`config.mk`:
```
export PLATFORM = sky130hd
export DESIGN_NAME = udp_rx
export DESIGN_NICKNAME = d
export VERILOG_FILES = /design/src/rtl/udp_rx.sv
export SDC_FILE = /design/constraint.sdc
export NUM_CORES = 1
export LEC_CHECK = 0
export BUFFER_PORTS_ARGS = -buffer_cell sky130_fd_sc_hd__buf_2
export CAP_MARGIN = 40
export CORE_ASPECT_RATIO = 1.75
export CORE_MARGIN = 5
export CORE_UTILIZATION = 55
export CTS_BUF_LIST = sky130_fd_sc_hd__clkbuf_16
export DETAILED_ROUTE_END_ITERATION = 10
export GPL_TIMING_DRIVEN = 0
export PLACE_DENSITY = 0.83
export SYNTH_ARGS = -nofsm -noshare
export SYNTH_HDL_FRONTEND = slang
export SYNTH_SLANG_ARGS = --single-unit
export TNS_END_PERCENT = 1
```
`constraint.sdc`:
```
create_clock -name clk -period 7.2 [get_ports clk]
set_input_delay 0.36 -clock clk [delete_from_list [all_inputs] [get_ports clk]]
set_output_delay 0.36 -clock clk [all_outputs]
set_load 0.005 [all_outputs]
```
`src/rtl/udp_rx.sv`:
```
// rtl/udp_rx.sv - GMII receive-side UDP/IPv4 parser packing payload into 32-bit words
module udp_rx #(
    parameter logic [47:0] BOARD_MAC = 48'h00_11_22_33_44_55,
    parameter logic [31:0] BOARD_IP  = {8'd192, 8'd168, 8'd1, 8'd123}
) (
    input  logic        clk,
    input  logic        rst,
    input  logic        gmii_rx_dv,
    input  logic [7:0]  gmii_rxd,
    output logic        rec_en,
    output logic [31:0] rec_data,
    output logic        rec_pkt_done,
    output logic [15:0] rec_byte_num
);

    // One-hot state encoding
    localparam logic [6:0] ST_IDLE     = 7'b000_0001;
    localparam logic [6:0] ST_PREAMBLE = 7'b000_0010;
    localparam logic [6:0] ST_ETH_HEAD = 7'b000_0100;
    localparam logic [6:0] ST_IP_HEAD  = 7'b000_1000;
    localparam logic [6:0] ST_UDP_HEAD = 7'b001_0000;
    localparam logic [6:0] ST_RX_DATA  = 7'b010_0000;
    localparam logic [6:0] ST_RX_END   = 7'b100_0000;

    logic [6:0]  r_state;
    logic [6:0]  w_next_state;

    logic [15:0] r_cnt;         // byte index within the current header/payload section
    logic [39:0] r_mac_sr;      // first five destination MAC bytes
    logic [7:0]  r_type_hi;
    logic [3:0]  r_ihl;
    logic [23:0] r_ip_sr;       // first three destination IP bytes
    logic [7:0]  r_len_hi;
    logic [15:0] r_udp_len;
    logic [15:0] r_data_num;    // payload bytes expected (udp_len - 8)
    logic [31:0] r_word;        // word being assembled
    logic        r_done_pend;   // accepted packet awaiting end of frame
    logic        r_armed;       // a dv-low gap has been seen since reset

    logic        w_mac_ok;
    logic        w_type_ok;
    logic        w_ver_ok;
    logic        w_proto_ok;
    logic        w_ip_ok;
    logic        w_ip_last;
    logic        w_pay_last;
    logic [1:0]  w_lane;
    logic [31:0] w_word_next;

    // Field checks and word-lane insertion decoded from the current byte
    always_comb begin
        w_mac_ok    = ({r_mac_sr, gmii_rxd} == BOARD_MAC) ||
                      ({r_mac_sr, gmii_rxd} == 48'hff_ff_ff_ff_ff_ff);
        w_type_ok   = ({r_type_hi, gmii_rxd} == 16'h0800);
        w_ver_ok    = (gmii_rxd[7:4] == 4'd4) && (gmii_rxd[3:0] >= 4'd5);
        w_proto_ok  = (gmii_rxd == 8'd17);
        w_ip_ok     = ({r_ip_sr, gmii_rxd} == BOARD_IP);
        w_ip_last   = (r_cnt == ({10'd0, r_ihl, 2'b00} - 16'd1));
        w_pay_last  = (r_cnt == (r_data_num - 16'd1));
        w_lane      = r_cnt[1:0];
        w_word_next = r_word;
        case (w_lane)
            2'd0:    w_word_next = {gmii_rxd, 24'd0};
            2'd1:    w_word_next = {r_word[31:24], gmii_rxd, 16'd0};
            2'd2:    w_word_next = {r_word[31:16], gmii_rxd, 8'd0};
            default: w_word_next = {r_word[31:8], gmii_rxd};
        endcase
    end

    // State register
    always_ff @(posedge clk) begin
        if (rst) begin
            r_state <= ST_IDLE;
        end else begin
            r_state <= w_next_state;
        end
    end

    // Next-state logic; dv low mid-frame aborts straight back to idle
    always_comb begin
        w_next_state = r_state;
        case (r_state)
            ST_IDLE: begin
                if (gmii_rx_dv && r_armed && (gmii_rxd == 8'h55)) begin
                    w_next_state = ST_PREAMBLE;
                end
            end
            ST_PREAMBLE: begin
                if (!gmii_rx_dv) begin
                    w_next_state = ST_IDLE;
                end else if ((gmii_rxd == 8'h55) && (r_cnt < 16'd7)) begin
                    w_next_state = ST_PREAMBLE;
                end else if ((gmii_rxd == 8'hd5) && (r_cnt == 16'd7)) begin
                    w_next_state = ST_ETH_HEAD;
                end else begin
                    w_next_state = ST_RX_END;
                end
            end
            ST_ETH_HEAD: begin
                if (!gmii_rx_dv) begin
                    w_next_state = ST_IDLE;
                end else if ((r_cnt == 16'd5) && !w_mac_ok) begin
                    w_next_state = ST_RX_END;
                end else if (r_cnt == 16'd13) begin
                    w_next_state = w_type_ok ? ST_IP_HEAD : ST_RX_END;
                end
            end
            ST_IP_HEAD: begin
                if (!gmii_rx_dv) begin
                    w_next_state = ST_IDLE;
                end else if ((r_cnt == 16'd0) && !w_ver_ok) begin
                    w_next_state = ST_RX_END;
                end else if ((r_cnt == 16'd9) && !w_proto_ok) begin
                    w_next_state = ST_RX_END;
                end else if ((r_cnt == 16'd19) && !w_ip_ok) begin
                    w_next_state = ST_RX_END;
                end else if ((r_cnt >= 16'd19) && w_ip_last) begin
                    w_next_state = ST_UDP_HEAD;
                end
            end
            ST_UDP_HEAD: begin
                if (!gmii_rx_dv) begin
                    w_next_state = ST_IDLE;
                end else if (r_cnt == 16'd7) begin
                    w_next_state = (r_udp_len <= 16'd8) ? ST_RX_END : ST_RX_DATA;
                end
            end
            ST_RX_DATA: begin
                if (!gmii_rx_dv) begin
                    w_next_state = ST_IDLE;
                end else if (w_pay_last) begin
                    w_next_state = ST_RX_END;
                end
            end
            ST_RX_END: begin
                if (!gmii_rx_dv) begin
                    w_next_state = ST_IDLE;
                end
            end
            default: w_next_state = ST_IDLE;
        endcase
    end

    // Byte counter, header field capture, word packing and output strobes
    always_ff @(posedge clk) begin
        if (rst) begin
            r_cnt        <= 16'd0;
            r_mac_sr     <= 40'd0;
            r_type_hi    <= 8'd0;
            r_ihl        <= 4'd0;
            r_ip_sr      <= 24'd0;
            r_len_hi     <= 8'd0;
            r_udp_len    <= 16'd0;
            r_data_num   <= 16'd0;
            r_word       <= 32'd0;
            r_done_pend  <= 1'b0;
            r_armed      <= 1'b0;
            rec_en       <= 1'b0;
            rec_data     <= 32'd0;
            rec_pkt_done <= 1'b0;
            rec_byte_num <= 16'd0;
        end else begin
            rec_en       <= 1'b0;
            rec_pkt_done <= 1'b0;

            // Leftover bytes of a frame cut by reset must not resync the parser
            if (!gmii_rx_dv) begin
                r_armed <= 1'b1;
            end

            if (!gmii_rx_dv) begin
                r_cnt <= 16'd0;
            end else if (r_state == ST_IDLE) begin
                r_cnt <= (w_next_state == ST_PREAMBLE) ? 16'd1 : 16'd0;
            end else if ((w_next_state != r_state) || (r_state == ST_RX_END)) begin
                r_cnt <= 16'd0;
            end else begin
                r_cnt <= r_cnt + 16'd1;
            end

            case (r_state)
                ST_IDLE: begin
                    r_done_pend <= 1'b0;
                end
                ST_ETH_HEAD: begin
                    if (gmii_rx_dv) begin
                        if (r_cnt < 16'd5)   r_mac_sr  <= {r_mac_sr[31:0], gmii_rxd};
                        if (r_cnt == 16'd12) r_type_hi <= gmii_rxd;
                    end
                end
                ST_IP_HEAD: begin
                    if (gmii_rx_dv) begin
                        if (r_cnt == 16'd0) r_ihl <= gmii_rxd[3:0];
                        if ((r_cnt >= 16'd16) && (r_cnt <= 16'd18)) begin
                            r_ip_sr <= {r_ip_sr[15:0], gmii_rxd};
                        end
                    end
                end
                ST_UDP_HEAD: begin
                    if (gmii_rx_dv) begin
                        if (r_cnt == 16'd4) r_len_hi <= gmii_rxd;
                        if (r_cnt == 16'd5) begin
                            r_udp_len  <= {r_len_hi, gmii_rxd};
                            r_data_num <= {r_len_hi, gmii_rxd} - 16'd8;
                        end
                        if ((r_cnt == 16'd7) && (r_udp_len == 16'd8)) begin
                            r_done_pend <= 1'b1;
                        end
                    end
                end
                ST_RX_DATA: begin
                    if (gmii_rx_dv) begin
                        r_word <= w_word_next;
                        if ((w_lane == 2'd3) || w_pay_last) begin
                            rec_en   <= 1'b1;
                            rec_data <= w_word_next;
                        end
                        if (w_pay_last) begin
                            r_done_pend <= 1'b1;
                        end
                    end
                end
                ST_RX_END: begin
                    if (!gmii_rx_dv && r_done_pend) begin
                        rec_pkt_done <= 1'b1;
                        rec_byte_num <= r_data_num;
                        r_done_pend  <= 1'b0;
                    end
                end
                default: begin
                    r_done_pend <= r_done_pend;
                end
            endcase
        end
    end

endmodule
```
# Word level (Yosys, flattened, before mapping)
# Cells that the tools add are included.
# classes
addsub	4
order_cmp	7
n_eq_ne	35
muxes	32
n_bitwise	3
reduce_logical	37
# op_table
operator	n
two-way mux 7 bit	19
one-hot mux 32 bit (3 select lines)	1
equality test 16 x 4 -> 1 bit (second input constant)	4
one-hot mux 7 bit (7 select lines)	1
equality test 16 x 3 -> 1 bit (second input constant)	3
equality test 48 x 37 -> 1 bit (second input constant)	1
equality test 48 bit (second input constant)	1
equality test 16 bit	2
equality test 32 bit (second input constant)	1
>= comparator 16 x 5 -> 1 bit (second input constant)	2
< comparator 16 x 3 -> 1 bit (second input constant)	2
two-way mux 16 bit	2
AND reduction 3 bit	7
adder 16 x 1 -> 16 bit (second input constant)	1
equality test 16 x 12 -> 1 bit (second input constant)	1
equality test 16 x 5 -> 1 bit (second input constant)	1
<= comparator 16 x 4 -> 1 bit (second input constant)	1
<= comparator 16 x 5 -> 1 bit (second input constant)	1
zero test 16 bit	1
subtractor 16 x 1 -> 16 bit (second input constant)	1
subtractor 16 x 4 -> 16 bit (second input constant)	1
equality test 7 x 2 -> 1 bit (second input constant)	2
logical AND 1 bit	13
equality test 8 x 5 -> 1 bit (second input constant)	1
27 further kinds	48
# word_totals
regBits	223
word_cells	134

# Depth between registers and ports, before layout
# logic_depth
word_depth	13
mapped_depth	14
ltp_nobuf	10

# Least setup slack after synthesis
# No wires, ideal clock.
# synth_path
path_type	reg2reg
startpoint	register r_udp_len[1] (netlist name)
endpoint	register rec_data[31]
arrival_time_ns	2.874
required_time_ns	7.109
setup_slack_ns	4.235
path_stages_with_launch	15
n_path_buf	4
period_less_slack_ns	2.965
path_cell_list	dfxtp_1 clkbuf_1 inv_1 ha_1 buf_2 or4b_1 nor3b_2 mux2_1 a31oi_1 a41o_1 a21o_4 buf_12 buf_12 a21oi_2 a311oi_1
# synth_rtl
item	line	rtl
to (signal assigned)	216	rec_data <= w_word_next;
to (decl)	11	output logic [31:0] rec_data,

# Worst setup path in the final report
# layout_path
startpoint	register r_udp_len[1]
endpoint	register r_state[6]
# layout_via
elab_chain_len	5
# layout_lines
item	line	rtl
from (decl)	34	logic [15:0] r_udp_len;
from (signal assigned)	203	r_udp_len <= {r_len_hi, gmii_rxd};
<= comparator 16 x 4 -> 1 bit	125	w_next_state = (r_udp_len <= 16'd8) ? ST_RX_END : ST_RX_DATA;
two-way mux 7 bit	125	
two-way mux 7 bit	124	end else if (r_cnt == 16'd7) begin
two-way mux 7 bit	122	if (!gmii_rx_dv) begin
one-hot mux 7 bit (7 select lines)	82	case (r_state)
to (signal assigned)	75	r_state <= w_next_state;
to (decl)	25	logic [6:0] r_state;
# No other way between the ends.
# A chain may end at the register's enable or synchronous reset.

==> out/qor.txt <==
Status: complete, no violations
Max FO, Critical Path: 10
Worst endpoint required time: 7.63 ns
Static Leak: 3.78 nW
Die Y: 190 um
Distinct cells, synth: 77
Synthesized area per cell: 7.98 um2
CTS tree: done
Fin crit period: 3.86 ns
Syn Nets: 1296
Top_reg_cell synth: dfxtp_1
Io pins: 61
R2R setup slack: 3.34 ns
Global-route wire length before repair: 47600 um
Crit path launch type: flip-flop
Clock Pin Slew Worst Setup and Hold Paths: 0.07 ns
Area Overhead vs Synth: 10.9%
Clk_skew: 0.0198 ns
Gr ovfl total: 0
Vias in the first global route: 9640
Row Count: 66
Via count: 9869
Die Width: 113 um
Initial Utilization: 55.3%
Max-Slew Margin vs Limit: 38.8%
Full die area: 21400 um2
Setup TNS: 0 ns
Final Setup Violations: 0
Post_cts resized: 0
Yosys top cell area share: 41.7%
Worst ir drop on vdd: 0.213 mV
Routability cong.: 0.966
Total CTS buffers: 19
Synthesis Warnings: 0
CTS H-tree depth: 1
RSZ-0062 raised after global routing: false
Leading cell types by count after synthesis: nand2_1 (240), dfxtp_1 (212), a21oi_1 (140)
Routed WL per cell: 18.5 um
# Max-Cap Violations: 0
Buf/Inv on CP: 3
Fraction of layout cells with a size suffix above 1: 9.46%
Tot GR Track Use: 27.0%
Worst reg2reg endpoint: r_state[6]
Slowest cell on the critical path: nor4b_1
Dpl hpwl: 21900 um
Antenna violations before repair: 2
Vias per cell: 6.16
Hold Crit Start: rst
Post-synthesis cell area: 10200 um2
Post-synth EDFFs: 0
Top delay family on crit path: simple AND/OR/NAND/NOR gates
DRC: 0
Fill cell count: 1640
Hold_ws: 0.222 ns
Hold endpoint: r_state[0]
Hold WC Path Type: in2reg
Power per cell area: 192 nW/um2
Largest net degree at the start of global routing: 16
Antenna viol nets, final: 0
Hold Path Depth: 3
Max Clk Rate: 259 MHz
Final period util: 53.6%
Post-synthesis register bit count: 212
Pins over their slew limit: 0
Async set or reset register ratio after synthesis: 0%
Final wirelength: 29600 um
Clk sinks: 212
First-pass detailed-route iteration total: 5
CP peak stage delay: 0.83 ns
Most common cell in the netlist: nand2_1
R2r worst-path depth: 12
Final worst slack: 3.34 ns
PortBufs: 56
Largest cells by area after synthesis: dfxtp_1 (42%), nand2_1 (8.8%), a21oi_1 (6.9%)
Setup Buffers After CTS: 0
DRT iter0 DRCs: 722
Critical setup path kind: reg2reg
Clk Latency, worst-skew pair: 0.50 ns
Pre-CTS WS: 3.44 ns
Ordered list of cells on the worst path: clkbuf_1 -> inv_1 -> ha_1 -> buf_2 -> or4b_1 -> nor3b_2 -> mux2_1 -> a31oi_1 -> a41oi_1 -> nor4b_1 -> and2_1 -> o41a_1
Area leader, netlist: dfxtp_1
Hold Fails Final Rpt: 0
CTS max path bufs: 3
Post-synthesis sequential area ratio: 41.7%
Actual slew at the worst max-slew pin: 0.906 ns
Synth Instances: 1276
RR Startpoint: r_udp_len[1]
Root Buffer: clkbuf_16
CP Data Arrival Time: 4.29 ns
Core Area: 18400 um2
Critical Path End Type: flip-flop
CTS Hold Buffers Added: 0
Nets: 1373
[tightest hold or removal path, cell delays in order]
cell     delay, ns
buf_2         0.11
inv_1         0.11
nand3_1       0.09
[where the power goes]
part	internal (mW)	switching (mW)
registers	1.17	0.00108
clock network	0.478	0.434
logic	0.0198	0.0633
total	1.67	0.499
[layout make-up]
type	count	area, um2	area share (%)
flip-flops and latches	212	4240	37.6
clock buffers	19	475	4.21
plain buffers	115	507	4.49
multi-input cells	930	5360	47.4
inverters	19	71.3	0.632
diodes	2	5.00	0.0443
repair buffers	56	280	2.48
clock inverters	12	55.1	0.487
well taps	238	298	2.64
[flip-flops by register name (all words and copies together), names as in the netlist]
register	count
r_armed	1
r_cnt	16
r_data_num	13
r_done_pend	1
r_ihl	4
r_ip_sr	24
r_len_hi	8
r_mac_sr	40
r_state	7
r_type_hi	8
r_udp_len	16
r_word	24
rec_byte_num	16
rec_data	32
rec_en	1
rec_pkt_done	1
[metrics by stage]
stage          total power, mW  cell area (um2)  std cells  utilization, %
6_report                  2.17            11300       1603            61.3
4_1_cts                   2.17            11300       1601            61.3
3_3_place_gp              1.28            10800       1570            58.4
2_1_floorplan             1.25            10200       1276               -
3_5_place_dp              1.28            10800       1570            58.4
5_1_grt                   2.23            11300       1603            61.3
[cells in the final DEF, fill, tap and decap left out, types with 5 or more instances in the layout]
cell type,netlist,layout
a22oi_1,17,17
clkbuf_1,89,89
nor3_1,21,21
nand4b_1,6,6
a211oi_1,36,36
nand2b_1,9,9
and4_1,5,5
nand3_1,26,26
nor2_1,120,120
nand4_1,32,32
or4_1,6,6
or2_2,7,7
xnor2_1,20,20
nor4_1,27,27
dfxtp_1,212,212
nand2_1,240,240
ha_1,9,9
buf_1,10,10
a311oi_1,26,26
a21oi_1,140,140
clkbuf_16,0,19
nor4b_1,5,5
a21oi_2,8,8
inv_1,19,26
buf_2,9,65
o21ai_0,18,18
nor2b_1,7,7
xor2_1,26,26
or3_1,10,10
a31oi_1,8,8
o211ai_1,5,5
mux2i_1,22,22
[how the worst max path moves through the flow]
stage | startpoint | end | slack (ns) | cells after the start
6_report | r_udp_len[1] | r_state[6] | 3.34 | 12
5_1_grt | r_udp_len[1] | r_cnt[5] | 3.17 | 12
4_1_cts | r_udp_len[1] | r_state[6] | 3.42 | 12
3_5_place_dp | r_udp_len[1] | r_state[6] | 3.44 | 12
3_3_place_gp | r_udp_len[1] | r_state[6] | 3.52 | 12
2_1_floorplan | r_udp_len[1] | rec_data[31] | 4.23 | 14
[metal layers]
layer / part of all wire (%) / wire length [um] / up-vias / global-route usage (%)
met1: 35 / 10500 / 4626 / 28.3
li1: - / - / 4666 / -
met5: 0 / 0 / - / 0
met3: 5.4 / 1590 / 151 / 3.12
met4: 7.3 / 2160 / 0 / 18.1
met2: 52 / 15400 / 426 / 49.8
[logic make-up after synthesis]
kind of cell | share of synthesized area, %
AO/OA/AOI/OAI | 19.3
XOR/XNOR | 3.96
adder cells (fa/ha/maj) | 1.11
buffers and inverters | 5.68
flip-flops | 41.7
multiplexers | 2.27
AND/OR/NAND/NOR | 26.0
Power figures use the tool's default switching activity.
